===== config.mk =====
export PLATFORM = sky130hd
export DESIGN_NAME = reg_file_mp
export DESIGN_NICKNAME = d
export VERILOG_FILES = /design/src/rtl/reg_file_pkg.sv /design/src/rtl/rf_clear_ctrl.sv /design/src/rtl/reg_file_mp.sv
export SDC_FILE = /design/constraint.sdc
export NUM_CORES = 1
export LEC_CHECK = 0
export ABC_AREA = 1
export BUFFER_PORTS_ARGS = -buffer_cell sky130_fd_sc_hd__buf_4
export CORE_UTILIZATION = 54
export DETAILED_ROUTE_END_ITERATION = 12
export PLACE_DENSITY = 0.77
export RECOVER_POWER = 25
export SYNTH_ARGS = -nofsm -noshare
export SYNTH_HDL_FRONTEND = slang
export SYNTH_SLANG_ARGS = --single-unit

===== constraint.sdc =====
create_clock -name clk -period 1.7 [get_ports clk]
set_input_delay 0.085 -clock clk [delete_from_list [all_inputs] [get_ports clk]]
set_output_delay 0.085 -clock clk [all_outputs]
set_load 0.02 [all_outputs]

===== src/rtl/reg_file_pkg.sv =====
// Shared constants and state encoding for the multi-port register file.
package reg_file_pkg;

    localparam int RF_DW = 8;
    localparam int RF_AW = 3;

    typedef enum logic {RF_IDLE, RF_CLEAR} rf_state_t;

endpackage


===== src/rtl/rf_clear_ctrl.sv =====
// Post-reset clear sequencer: walks every entry once, emitting a zero-write strobe/address.
module rf_clear_ctrl
    import reg_file_pkg::*;
#(
    parameter int AW = RF_AW
)(
    input  logic          clk,
    input  logic          i_reset,
    output logic          o_busy,
    output logic          o_clr_we,
    output logic [AW-1:0] o_clr_addr
);

    rf_state_t     r_state;
    rf_state_t     w_state_next;
    logic [AW-1:0] r_clr_ptr;
    logic [AW-1:0] w_ptr_next;

    always_ff @(posedge clk) begin
        if (i_reset) begin
            r_state   <= RF_CLEAR;
            r_clr_ptr <= '0;
        end else begin
            r_state   <= w_state_next;
            r_clr_ptr <= w_ptr_next;
        end
    end

    always_comb begin
        w_state_next = r_state;
        w_ptr_next   = r_clr_ptr;
        case (r_state)
            RF_CLEAR: begin
                // The pointer wraps naturally back to 0 on the last entry.
                w_ptr_next = r_clr_ptr + AW'(1);
                if (r_clr_ptr == {AW{1'b1}}) begin
                    w_state_next = RF_IDLE;
                end
            end
            default: begin
                w_state_next = r_state;
            end
        endcase
    end

    assign o_busy     = (r_state == RF_CLEAR);
    // A reset edge restarts the walk and must not write the array.
    assign o_clr_we   = o_busy && !i_reset;
    assign o_clr_addr = r_clr_ptr;

endmodule


===== src/rtl/reg_file_mp.sv =====
// Parametrised 2-write/2-read register file with self-clearing after reset.
// Optional same-cycle write-to-read forwarding when REG_FILE_BYPASS_EN is defined.
module reg_file_mp
    import reg_file_pkg::*;
#(
    parameter int DW       = RF_DW,
    parameter int AW       = RF_AW,
    parameter int ZERO_REG = 0
)(
    input  logic          clk,
    input  logic          reset,
    input  logic          wr_en,
    input  logic [AW-1:0] wr_addr,
    input  logic [DW-1:0] dat_in,
    input  logic          wr2_en,
    input  logic [AW-1:0] wr2_addr,
    input  logic [DW-1:0] dat2_in,
    input  logic [AW-1:0] rd_addrA,
    input  logic [AW-1:0] rd_addrB,
    output logic [DW-1:0] datA_out,
    output logic [DW-1:0] datB_out,
    output logic          busy
);

    localparam int DEPTH = 1 << AW;

    logic          w_busy;
    logic          w_clr_we;
    logic [AW-1:0] w_clr_addr;
    logic          w_we0;
    logic          w_we1;
    logic [DW-1:0] r_core [DEPTH];
    logic [AW-1:0] w_rd_addr [2];
    logic [DW-1:0] w_rd_dat [2];

    rf_clear_ctrl #(.AW(AW)) u_clear (
        .clk        (clk),
        .i_reset    (reset),
        .o_busy     (w_busy),
        .o_clr_we   (w_clr_we),
        .o_clr_addr (w_clr_addr)
    );

    // Effective user writes: blocked by reset, by the clear walk and by a hardwired entry 0.
    assign w_we0 = wr_en  && !w_busy && !reset && !((ZERO_REG != 0) && (wr_addr  == '0));
    assign w_we1 = wr2_en && !w_busy && !reset && !((ZERO_REG != 0) && (wr2_addr == '0));

    genvar gi;
    generate
        for (gi = 0; gi < DEPTH; gi++) begin : g_entry
            always_ff @(posedge clk) begin
                if (w_clr_we && (w_clr_addr == AW'(gi))) begin
                    r_core[gi] <= '0;
                end else if (w_we0 && (wr_addr == AW'(gi))) begin
                    r_core[gi] <= dat_in;
                end else if (w_we1 && (wr2_addr == AW'(gi))) begin
                    r_core[gi] <= dat2_in;
                end
            end
        end
    endgenerate

    assign w_rd_addr[0] = rd_addrA;
    assign w_rd_addr[1] = rd_addrB;

    generate
        for (gi = 0; gi < 2; gi++) begin : g_read
            always_comb begin
                w_rd_dat[gi] = r_core[w_rd_addr[gi]];
`ifdef REG_FILE_BYPASS_EN
                // Port 0 is checked last so it wins, matching write priority.
                if (w_we1 && (wr2_addr == w_rd_addr[gi])) begin
                    w_rd_dat[gi] = dat2_in;
                end
                if (w_we0 && (wr_addr == w_rd_addr[gi])) begin
                    w_rd_dat[gi] = dat_in;
                end
`endif
                if (w_busy || ((ZERO_REG != 0) && (w_rd_addr[gi] == '0))) begin
                    w_rd_dat[gi] = '0;
                end
            end
        end
    endgenerate

    assign datA_out = w_rd_dat[0];
    assign datB_out = w_rd_dat[1];
    assign busy     = w_busy;

endmodule


# After elaboration in Yosys (flattened, before gate mapping)
# Memories as Yosys holds them, arrays and structs flattened.
# Index checks and enable logic that the tools add are counted.
# Widths: inputs -> output; s select.
# classes
add_sub_neg	1
n_mul	0
div	0
n_lt_le_gt_ge	0
eq_ne	21
n_shift	0
mux	92
bitwise	16
reduce_logical	34
# ops
op	n
$mux 8	18
$mux 1	74
$eq 3x3->1 const B	12
$logic_and 1x1->1	29
$eq 3x2->1 const B	6
$or 1x1->1	16
$eq 3x1->1 const B	3
$logic_not 3->1	3
$add 3x1->3 const B	1
$logic_not 1->1	2
# totals
ff_bits	4
latchBits	0
mem_bits_rw	64
rom_bits	0
output_inout_bits	17
wordCells	167
mem_count	1
# mem_list
name	words	word_bits	rd	rd_clocked_by_memory_dff	write_ports	line_no	rtl
r_core	8	8	2	0	8	reg_file_mp.sv:32	logic [DW-1:0] r_core [DEPTH];

# Depth between registers and ports, before layout
# logic_depth
word_depth	9
depth_mapped	8
ltp_nobuf	7

# Hierarchy
# Synthesis repeated with hierarchy kept, for this count alone.
# unflattened
cells_unflattened	717
area_unflattened_um2	4983.5
# by_module_without_submodules
mod	instances	cells_each	area_each_um2
reg_file_mp	1	693	4805.9
rf_clear_ctrl	1	24	177.7

# Worst setup path before layout
# OpenSTA, ideal clock, no wires.
# synth_timing
path_kind	reg2reg
from	register u_clear.r_state (netlist: u_clear.o_busy)
to	memory r_core[0][0] (netlist name) (enable)
t_arrival_ps	1332
path_slack_ps	-8
stages_incl_launch_ff	5
period_less_slack_ps	1708
cell_sequence	dfxtp_1 > nand2_1 > inv_1 > nand2_1 > o211ai_1
# synth_lines
item	line_no	rtl
from (decl)	rf_clear_ctrl.sv:14	rf_state_t r_state;
from (signal assigned)	rf_clear_ctrl.sv:24	r_state <= w_state_next;
to (decl)	reg_file_mp.sv:32	

# Final worst setup path
# layout_timing
from	register u_clear.r_state (netlist: u_clear.o_busy)
to	output datA_out[2]
# layout_via
elab_chain_cells	1
# layout_lines
item	line_no	rtl
$mux 8	reg_file_mp.sv:79	if (w_busy || ((ZERO_REG != 0) && (w_rd_addr[gi] == '0))) begin
to (decl)	reg_file_mp.sv:20	output logic [DW-1:0] datA_out,
# No other way between the ends.

==> metrics.md <==
| Metric | Value |
|---|---|
| Routability cong. | `1.05` |
| CP required | `1.62 ns` |
| Pwr dens | `628 nW/um^2` |
| Total negative setup slack | `0 ns` |
| Max VDD drop | `445 uV` |
| Post-DP HPWL | `10,600 um` |
| Syn Area/Cell | `6.75 sq um` |
| ANT nets after route | `0` |
| First-pass GRT wire length | `23,400 um` |
| Max Cap Viol | `0` |
| Reg-to-reg endpoint | `r_core[2][6]$_DFFE_PP_` |
| Top FF cell, synth | `edfxtp_1` |
| Fin crit period | `1.65 ns` |
| Core Rows | `34` |
| Tcrit/Tclk final | `97.0%` |
| Initial antenna violation count | `0` |
| Post-synth EDFFs | `64` |
| Largest net degree at the start of global routing | `33` |
| DR DRC count | `0` |
| Mapped Cells | `729` |
| Vias in the first global route | `4,654` |
| Die H | `97.4 um` |
| Starting Density | `56.1%` |
| Area delta synth->final | `13.9%` |
| CORE AREA | `8760 sq um` |
| R2R Path Start | `u_clear.o_busy$_SDFF_PP1_` |
| Die area | `9490 sq um` |
| Number of diodes | `0` |
| Status | `completed` |
| Flops & latches, synth | `68` |
| Worst skew pair latency | `0.35 ns` |
| Crit path DAT | `1.56 ns` |
| CTS clk-pin slew, worst paths | `0.08 ns` |
| Overall routed net length | `14,500 um` |
| Global route overflow | `0` |
| Final hold vios | `0` |
| Worst hold endpoint | `r_core[2][1]$_DFFE_PP_` |
| Hold Startpoint | `dat_in[1]` |
| Worst Path Max Fanout | `16` |
| Synth Cell Area | `4920 sq um` |
| Worst slew pin tran | `0.473 ns` |
| Mapped Nets | `767` |
| R2R Setup Slk | `0.13 ns` |
| H-tree Lvls | `3` |
| Routed vias | `5,096` |
| # clock sinks | `68` |
| Setup violations, final | `0` |
| Fmax achieved | `606 MHz` |
| Hold path depth | `3` |
| Vias per cell | `5.73` |
| Fin Clk Skew | `0.0110 ns` |
| First DRT Iteration DRCs | `392` |
| Layout cell share with drive strength beyond 1 | `14.3%` |
| Critical path launch point type | `flop` |
| Most common cell after layout, fill and taps aside | `nand2_1` |
| I/O pins | `49` |
| GRT Total Usage | `31.6%` |
| Num CTS Buffers | `9` |
| Library cells used by synthesis | `25` |
| Root buf cell | `clkbuf_8` |
| Die Span X | `97.4 um` |
| TritonCTS clock tree | `yes` |
| Avg WL per Cell | `16.4 um` |
| Crit path kind | `reg2out` |
| Most frequent cells in the layout | `nand2_1, nand3_1, inv_1` |
| Final Max Tran Viols | `0` |
| Net count reported at finish | `814` |
| Endpoint class of the critical path | `output port` |
| Reg2Reg Depth | `6` |
| CP startpoint | `u_clear.o_busy$_SDFF_PP1_` |
| Router iterations before antenna repair | `6` |
| Synth Warn # | `0` |
| Hold Crit Class | `in2reg` |
| RSZ-0062 raised after global routing | `false` |
| DP Cell Count | `869` |
| Async SR Flop Fraction | `0%` |
| Clock Path Buffers | `2` |
| Relative slew slack | `68.4%` |
| Layout Cells excl Fill | `889` |
| Sequential area share after synthesis | `40.7%` |
| Leak pwr | `2.88 nW` |
| PortBufs | `48` |
[how the worst max path moves through the flow]
stage / end
3_3_place_gp: r_core[4][2]$_SDFFCE_PN0P_
5_1_grt: datB_out[6]
2_1_floorplan: r_core[4][0]$_SDFFCE_PN0P_
6_report: datA_out[2]
3_5_place_dp: r_core[4][3]$_SDFFCE_PN0P_
4_1_cts: r_core[4][3]$_SDFFCE_PN0P_
[routing by layer]
layer	vias to the layer above	GRT usage, %	part of all wire, %
met5	-	0	0
met4	0	17.6	5.1
met3	70	4.53	12
met2	355	46.2	42
met1	2264	45.2	40
li1	2407	-	-
[cell type report]
| class | instances | area, sq um |
|---|---|---|
| Clock inverter | 4 | 26.3 |
| Timing Repair Buffer | 78 | 586 |
| Clock buffer | 12 | 135 |
| Fill cell | 749 | 3160 |
| Inverter | 93 | 349 |
| Sequential cell | 68 | 2000 |
| Multi-Input combinational cell | 526 | 2370 |
| Tap cell | 108 | 135 |
[power by group]
group | switching (mW) | leakage, nW | internal (mW)
clock | 0.596 | 0.0803 | 0.528
sequential | 0.0173 | 0.712 | 1.85
combinational | 0.356 | 2.08 | 0.174
[worst max-delay path: stages, from the launching register on]
cell and delay, ns:
dfxtp_1 0.42, clkinv_1 0.20, clkbuf_4 0.26, nand2_1 0.11, nor2_1 0.06, buf_4 0.16
[flip-flops by register name (all words and copies together), names as in the netlist]
signal,flops
r_core,64
u_clear.o_clr_addr,3
u_clear.o_busy,1
[synth_stat cells (2+ instances only)]
library cell  instances  area [sq um]
a21oi_1              17          85.1
buf_1                10          37.5
buf_2                19          95.1
clkbuf_1             12          45.0
dfxtp_1               4          80.1
edfxtp_1             64          1920
ha_1                  6          75.1
inv_1                86           323
inv_2                 6          22.5
nand2_1             285          1070
nand2_2               4          25.0
nand3_1             141           706
nand3_2               3          30.0
nand3b_1              6          45.0
nor2_1               47           176
nor2_4                2          22.5
nor3_2                4          40.0
nor3_4                3          48.8
o211ai_1              2          15.0
o21ai_0               3          15.0
[logic make-up after synthesis]
family	count (synthesis)	synth area share, %
AOI/OAI and AO/OA	23	2.47
DFF	68	40.7
and+or+nand+nor	497	44.4
adders and majority gates	6	1.53
buffers and inverters	135	10.9
[per-stage QoR]
step	hold WS [ns]	cell area (sq um)	setup WS, ns	utilization, %	power [mW]
detailed placement	0.333	5430	0.110	62.0	2.41
global placement	0.348	5430	0.153	62.0	2.40
global route	0.126	5600	0.00805	63.9	3.63
floorplan	0.202	4920	0.0589	-	2.22
CTS	0.108	5600	0.0783	63.9	3.50
finish	0.119	5600	0.0503	63.9	3.52
[repair_timing]
item	CTS	global route
buffers inserted	0	3
hold endpoints to repair	1	0
setup endpoints to repair	0	24
gates resized for setup	0	0
hold buffers	1	0
(Power assumes the default switching activity.)
